### src/rtl/regfile_pkg.sv
// ============================================================================
// Module  : regfile_pkg
// Brief   : Shared constants and types for the architectural register file.
// Rev     : 1.0 - initial release
// ============================================================================
`default_nettype none

package regfile_pkg;

    localparam int DATA_W   = 64;
    localparam int NUM_REGS = 32;
    localparam int ADDR_W   = $clog2(NUM_REGS);
    localparam int ZERO_REG = 31;

    typedef logic [ADDR_W-1:0] reg_addr_t;
    typedef logic [DATA_W-1:0] reg_data_t;

    localparam reg_addr_t C_ZERO_ADDR = ADDR_W'(ZERO_REG);

endpackage

`default_nettype wire

### src/rtl/decoder5_32.sv
// ============================================================================
// Module  : decoder5_32
// Brief   : Enable-qualified 5:32 one-hot address decoder.
// Rev     : 1.0 - initial release
// ============================================================================
`default_nettype none

module decoder5_32
    import regfile_pkg::*;
(
    input  logic                i_en,
    input  reg_addr_t           i_addr,
    output logic [NUM_REGS-1:0] o_onehot
);

    // Enable is ANDed per bit so an unknown address with i_en=0 still decodes to 0.
    for (genvar i = 0; i < NUM_REGS; i++) begin : g_bits
        localparam reg_addr_t c_idx = ADDR_W'(i);
        assign o_onehot[i] = i_en & (i_addr == c_idx);
    end

endmodule

`default_nettype wire

### src/rtl/regfile_wr_decode.sv
// ============================================================================
// Module  : regfile_wr_decode
// Brief   : 32x64 register file, two combinational read ports, one decoded
//           write port; X31 reads as zero. Optional macro
//           REGFILE_WRITE_BYPASS_EN adds write-first forwarding to the reads.
// Rev     : 1.0 - initial release
// ============================================================================
`default_nettype none

module regfile_wr_decode
    import regfile_pkg::*;
(
    input  logic                clk,
    input  logic                rst_n,
    input  logic                reg_write,
    input  reg_addr_t           wr_addr,
    input  reg_data_t           wr_data,
    input  reg_addr_t           rd_addr1,
    input  reg_addr_t           rd_addr2,
    output reg_data_t           rd_data1,
    output reg_data_t           rd_data2,
    output logic [NUM_REGS-1:0] wr_onehot
);

    logic [NUM_REGS-1:0] w_dec_onehot;
    reg_data_t           r_regs [NUM_REGS];

    decoder5_32 u_wr_dec (
        .i_en     (reg_write),
        .i_addr   (wr_addr),
        .o_onehot (w_dec_onehot)
    );

    always_comb begin
        wr_onehot           = w_dec_onehot;
        wr_onehot[ZERO_REG] = 1'b0;
    end

    // The zero register's enable is masked above, so its flop never leaves reset.
    always_ff @(posedge clk or negedge rst_n) begin
        if (!rst_n) begin
            for (int i = 0; i < NUM_REGS; i++) begin
                r_regs[i] <= '0;
            end
        end else begin
            for (int i = 0; i < NUM_REGS; i++) begin
                if (wr_onehot[i]) begin
                    r_regs[i] <= wr_data;
                end
            end
        end
    end

    always_comb begin
        rd_data1 = (rd_addr1 == C_ZERO_ADDR) ? '0 : r_regs[rd_addr1];
        rd_data2 = (rd_addr2 == C_ZERO_ADDR) ? '0 : r_regs[rd_addr2];
`ifdef REGFILE_WRITE_BYPASS_EN
        // wr_onehot already excludes X31, so indexing it by the read address
        // gives the address-match-and-not-zero condition directly.
        if (rst_n && wr_onehot[rd_addr1]) begin
            rd_data1 = wr_data;
        end
        if (rst_n && wr_onehot[rd_addr2]) begin
            rd_data2 = wr_data;
        end
`endif
    end

endmodule

`default_nettype wire

### config.mk
export PLATFORM = sky130hd
export DESIGN_NAME = regfile_wr_decode
export DESIGN_NICKNAME = d
export VERILOG_FILES = /design/src/rtl/regfile_pkg.sv /design/src/rtl/decoder5_32.sv /design/src/rtl/regfile_wr_decode.sv
export SDC_FILE = /design/constraint.sdc
export NUM_CORES = 2
export LEC_CHECK = 0
export CORE_UTILIZATION = 45
export DETAILED_ROUTE_END_ITERATION = 16
export PLACE_DENSITY = 0.59
export SYNTH_ARGS = -nofsm -noshare
export SYNTH_HDL_FRONTEND = slang
export SYNTH_SLANG_ARGS = --single-unit
### constraint.sdc
create_clock -name clk -period 7.1 [get_ports clk]
set_input_delay 1.065 -clock clk [delete_from_list [all_inputs] [get_ports clk]]
set_output_delay 1.065 -clock clk [all_outputs]
set_load 0.05 [all_outputs]
==> results.env <==
RUN_STATUS='finished, final reports clean'
SYNTH.TOP_CELLS.BY_AREA='dfrtp_1 47%, mux2_2 22%, mux4_2 19%, mux2i_1 2.4%, clkbuf_1 1.5%'
PLACEMENTROWS=177
FLOORPLAN.INITIALDENSITY_PCT=45.2
FINISH.UTILIZATION_PCT=50.9
MOST_USED_FLIP_FLOP_CELL_AFTER_SYNTHESIS='dfrtp_1'
PLACED_AREA_UM2=111000
FLOORPLAN.DIE.HEIGHT_UM=486
CLK_LATENCY_PS=850
ROUTE.MET2.WL_MM=167
REGISTERS.TOP_BY_FF_COUNT='r_regs'
CTS_NUM_SINKS=1984
ROUTE.DETAILED.VIAS_PER_INST=6.70
CORE_AREA_UM2=233000
REG_TOP3='r_regs: 1984 flops'
FINAL_GLOBAL_ROUTE_OVERFLOW_TOTAL=0
GRT_PASS1_WL_MM=514
ROUTED_WIRE_LENGTH_PER_INSTANCE_UM=35.1
MAX_CLOCK_FREQ_GHz=0.168
SYNTH_EDF_COUNT=0
FF_LATCH_AREA_UM2=49600
SKEW_PS=0
DPL.CELL_COUNT=9627
GRT_USE_TOTAL_PCT=30.0
R2R_CELLS=1
DRV_SLEW=0
LEAKAGEPOWER_nW=50.2
R2R-END='r_regs[152]$_DFFE_PN0P_'
YS.WARNINGS.COUNT=0
CTS_INSERTED_BUFFERS=218
R2R_SLACK_PS=6290
SYNTH_NETS=7005
YS_TOP_CELLS_BY_COUNT='2,073 x mux2_2, 1,984 x dfrtp_1, 899 x mux4_2, 417 x clkbuf_1, 289 x buf_2'
CTSLONGESTPATHBUFFERS=3
SYN-INSTANCE-COUNT=6923
CTS_SETUP_BUFFERS=0
REPORT.POWER.TOTAL_W=0.0347
TIMING_WORST_SLEW_PIN_VALUE_PS=1300
ROUTED-WL-MET3_MM=24.4
POST-ROUTE-CELL-AREA_UM2=118000
DR.MAX_LAYER_USED='met5'
TIMING.CRITICAL_PATH.FROM_TYPE='primary input'
DRT_FIRST_PASS_ITERS=5
YOSYS_REGISTER_BITS=1984
TIMING.SLEW.HEADROOM_PCT=12.9
SYN_AREA_UM2=105000
FIRST_GLOBAL_VIAS=69500
TRITONCTS='done'
VIAS=67300
PART_OF_THE_CYCLE_THE_WORST_PATH_NEEDS_PCT=83.8
GRT_ANTENNA_BEFORE_REPAIR=28
END_KIND='output pin'
MULTI_INPUT_COMB_AREA_UM2=52500
YOSYSSEQAREASHARE_PCT=47.2
POWER_DENSITY_nW_PER_UM2=293
LARGEST_REGISTER_FF_COUNT=1984
TIMING.MAX_CAP.VIOLATIONS=0
FINAL_SETUP_VIOLATION_COUNT=0
R2R_START='r_regs[152]$_DFFE_PN0P_'
FILLCELLCOUNT=19500
WIRELENGTH_MET1_MM=150
SYN_AVG_CELL_AREA_UM2=15.2
FINISH.NET_COUNT=6886
SYNTH_TOP_AREA_SHARE_PCT=47.2
WORST-ENDPOINT-ARRIVAL_PS=4890
CRITICALPATHCATEGORY='primary input to output pin'
LAYOUTNONFILLERINSTCOUNT=10000
DIE-AREA_UM2=236000
FIN_SETUP_TNS_PS=0
SYNTH.MOST_COMMON_CELL='mux2_2'
PERIOD_NEEDED_PS=5950
CP_MAX_FO=27
FINAL_GP_CONGESTION=0.800
PIN_COUNT=242
CRIT_REQUIRED_PS=6030
DIE_W_UM=486
ANT_NETS=0
POST_SYNTHESIS_CELL_TYPE_WITH_THE_LARGEST_COMBINED_AREA='dfrtp_1'
RSZ0062_AT_GRT='false'
GRT_START_MAX_NET_PINS=171
REMAINING_DRC_ERRORS=0
CTS-HOLD-FIX-BUFFERS=0
FINALHOLDVIOLATIONS=0
CTS-ROOT-BUF='clkbuf_16'
WORST_IR_DROP_VDD_uV=254
FINALWIRELENGTH_MM=353
CTS.REPORTEDPATHS.CLKPINSLEW_PS=60
SYNTH.DISTINCT_CELLS=37
LAYOUT-AREA-OVERHEAD-VS-SYNTH_PCT=12.6
DRT-INITIAL-DRC-COUNT=6653
HOLDCRITPATHCLASS='primary input to asynchronous set/reset pin'
CTSRESIZECOUNT=0
ASR_FLOP_RATIO_SYNTH_PCT=100
LAYOUT-DRIVE-GT1-SHARE_PCT=51.6
DETAILED_PLACE_HPWL_MM=193
HTREE_NUM_LEVELS=4
NUMBER_OF_BUFFERS_INSERTED_BY_PORT_BUFFERING=240
## metal layers
metal	vias up	GRT usage [%]
li1	26700	-
met1	37300	41.9
met2	2666	47.3
met3	632	5.56
met4	18	9.85
met5	-	0
## stage by stage
stage	setup slack (ps)	hold WS [ps]
5_1_grt	1170	146
3_3_place_gp	1300	499
6_report	1150	110
2_1_floorplan	2830	491
3_5_place_dp	1250	509
4_1_cts	1250	119
## area by class of cell
cell class	instances	area share, %
sequential	1984	41.9
tap	3043	3.21
inverter	11	0.0454
clock inverter	82	0.837
multi-input combinational	4139	44.3
antenna	10	0.0211
timing repair buffer	450	4.16
clock buffer	322	5.52
## worst max-delay path by stage
stage | start | to | slack, ps | depth (start not counted)
6_report | rd_addr2[3] | rd_data2[60] | 1150 | 6
3_5_place_dp | rd_addr1[3] | rd_data1[42] | 1250 | 6
5_1_grt | rd_addr2[3] | rd_data2[60] | 1170 | 6
3_3_place_gp | rd_addr2[3] | rd_data2[6] | 1300 | 6
2_1_floorplan | rd_addr2[0] | rd_data2[14] | 2830 | 8
4_1_cts | rd_addr1[3] | rd_data1[42] | 1250 | 6
## cells by family after synthesis
group / after synthesis / share of synthesized area (%)
AO/OA/AOI/OAI: 576 / 4.21
buffers and inverters: 800 / 3.25
flip-flops: 1984 / 47.2
multiplexers: 3224 / 43.8
other: 1 / 0.00356
AND/OR/NAND/NOR: 338 / 1.52
## cells in the final DEF, fill, tap and decap left out, types with 65 or more instances in the layout
master,count
dfrtp_1,1984
clkdlybuf4s50_1,232
a211o_1,84
a22oi_1,126
a211oi_1,101
nor2_1,166
buf_12,72
mux4_2,899
mux2i_1,252
and2_1,65
o221ai_1,65
clkbuf_16,221
buf_4,139
mux2_2,2073
## power breakdown
group          internal, W  switching (W)
logic              0.00430        0.00331
clock network      0.00698        0.00492
registers           0.0135        0.00162
## worst max-delay path, stage by stage
cell and delay [ps]:
clkdlybuf4s50_1 970, or2_4 750, buf_12 380, a211oi_1 100
a31oi_1 500, clkdlybuf4s50_1 920
No activity file was read; power rests on OpenSTA's default activity.
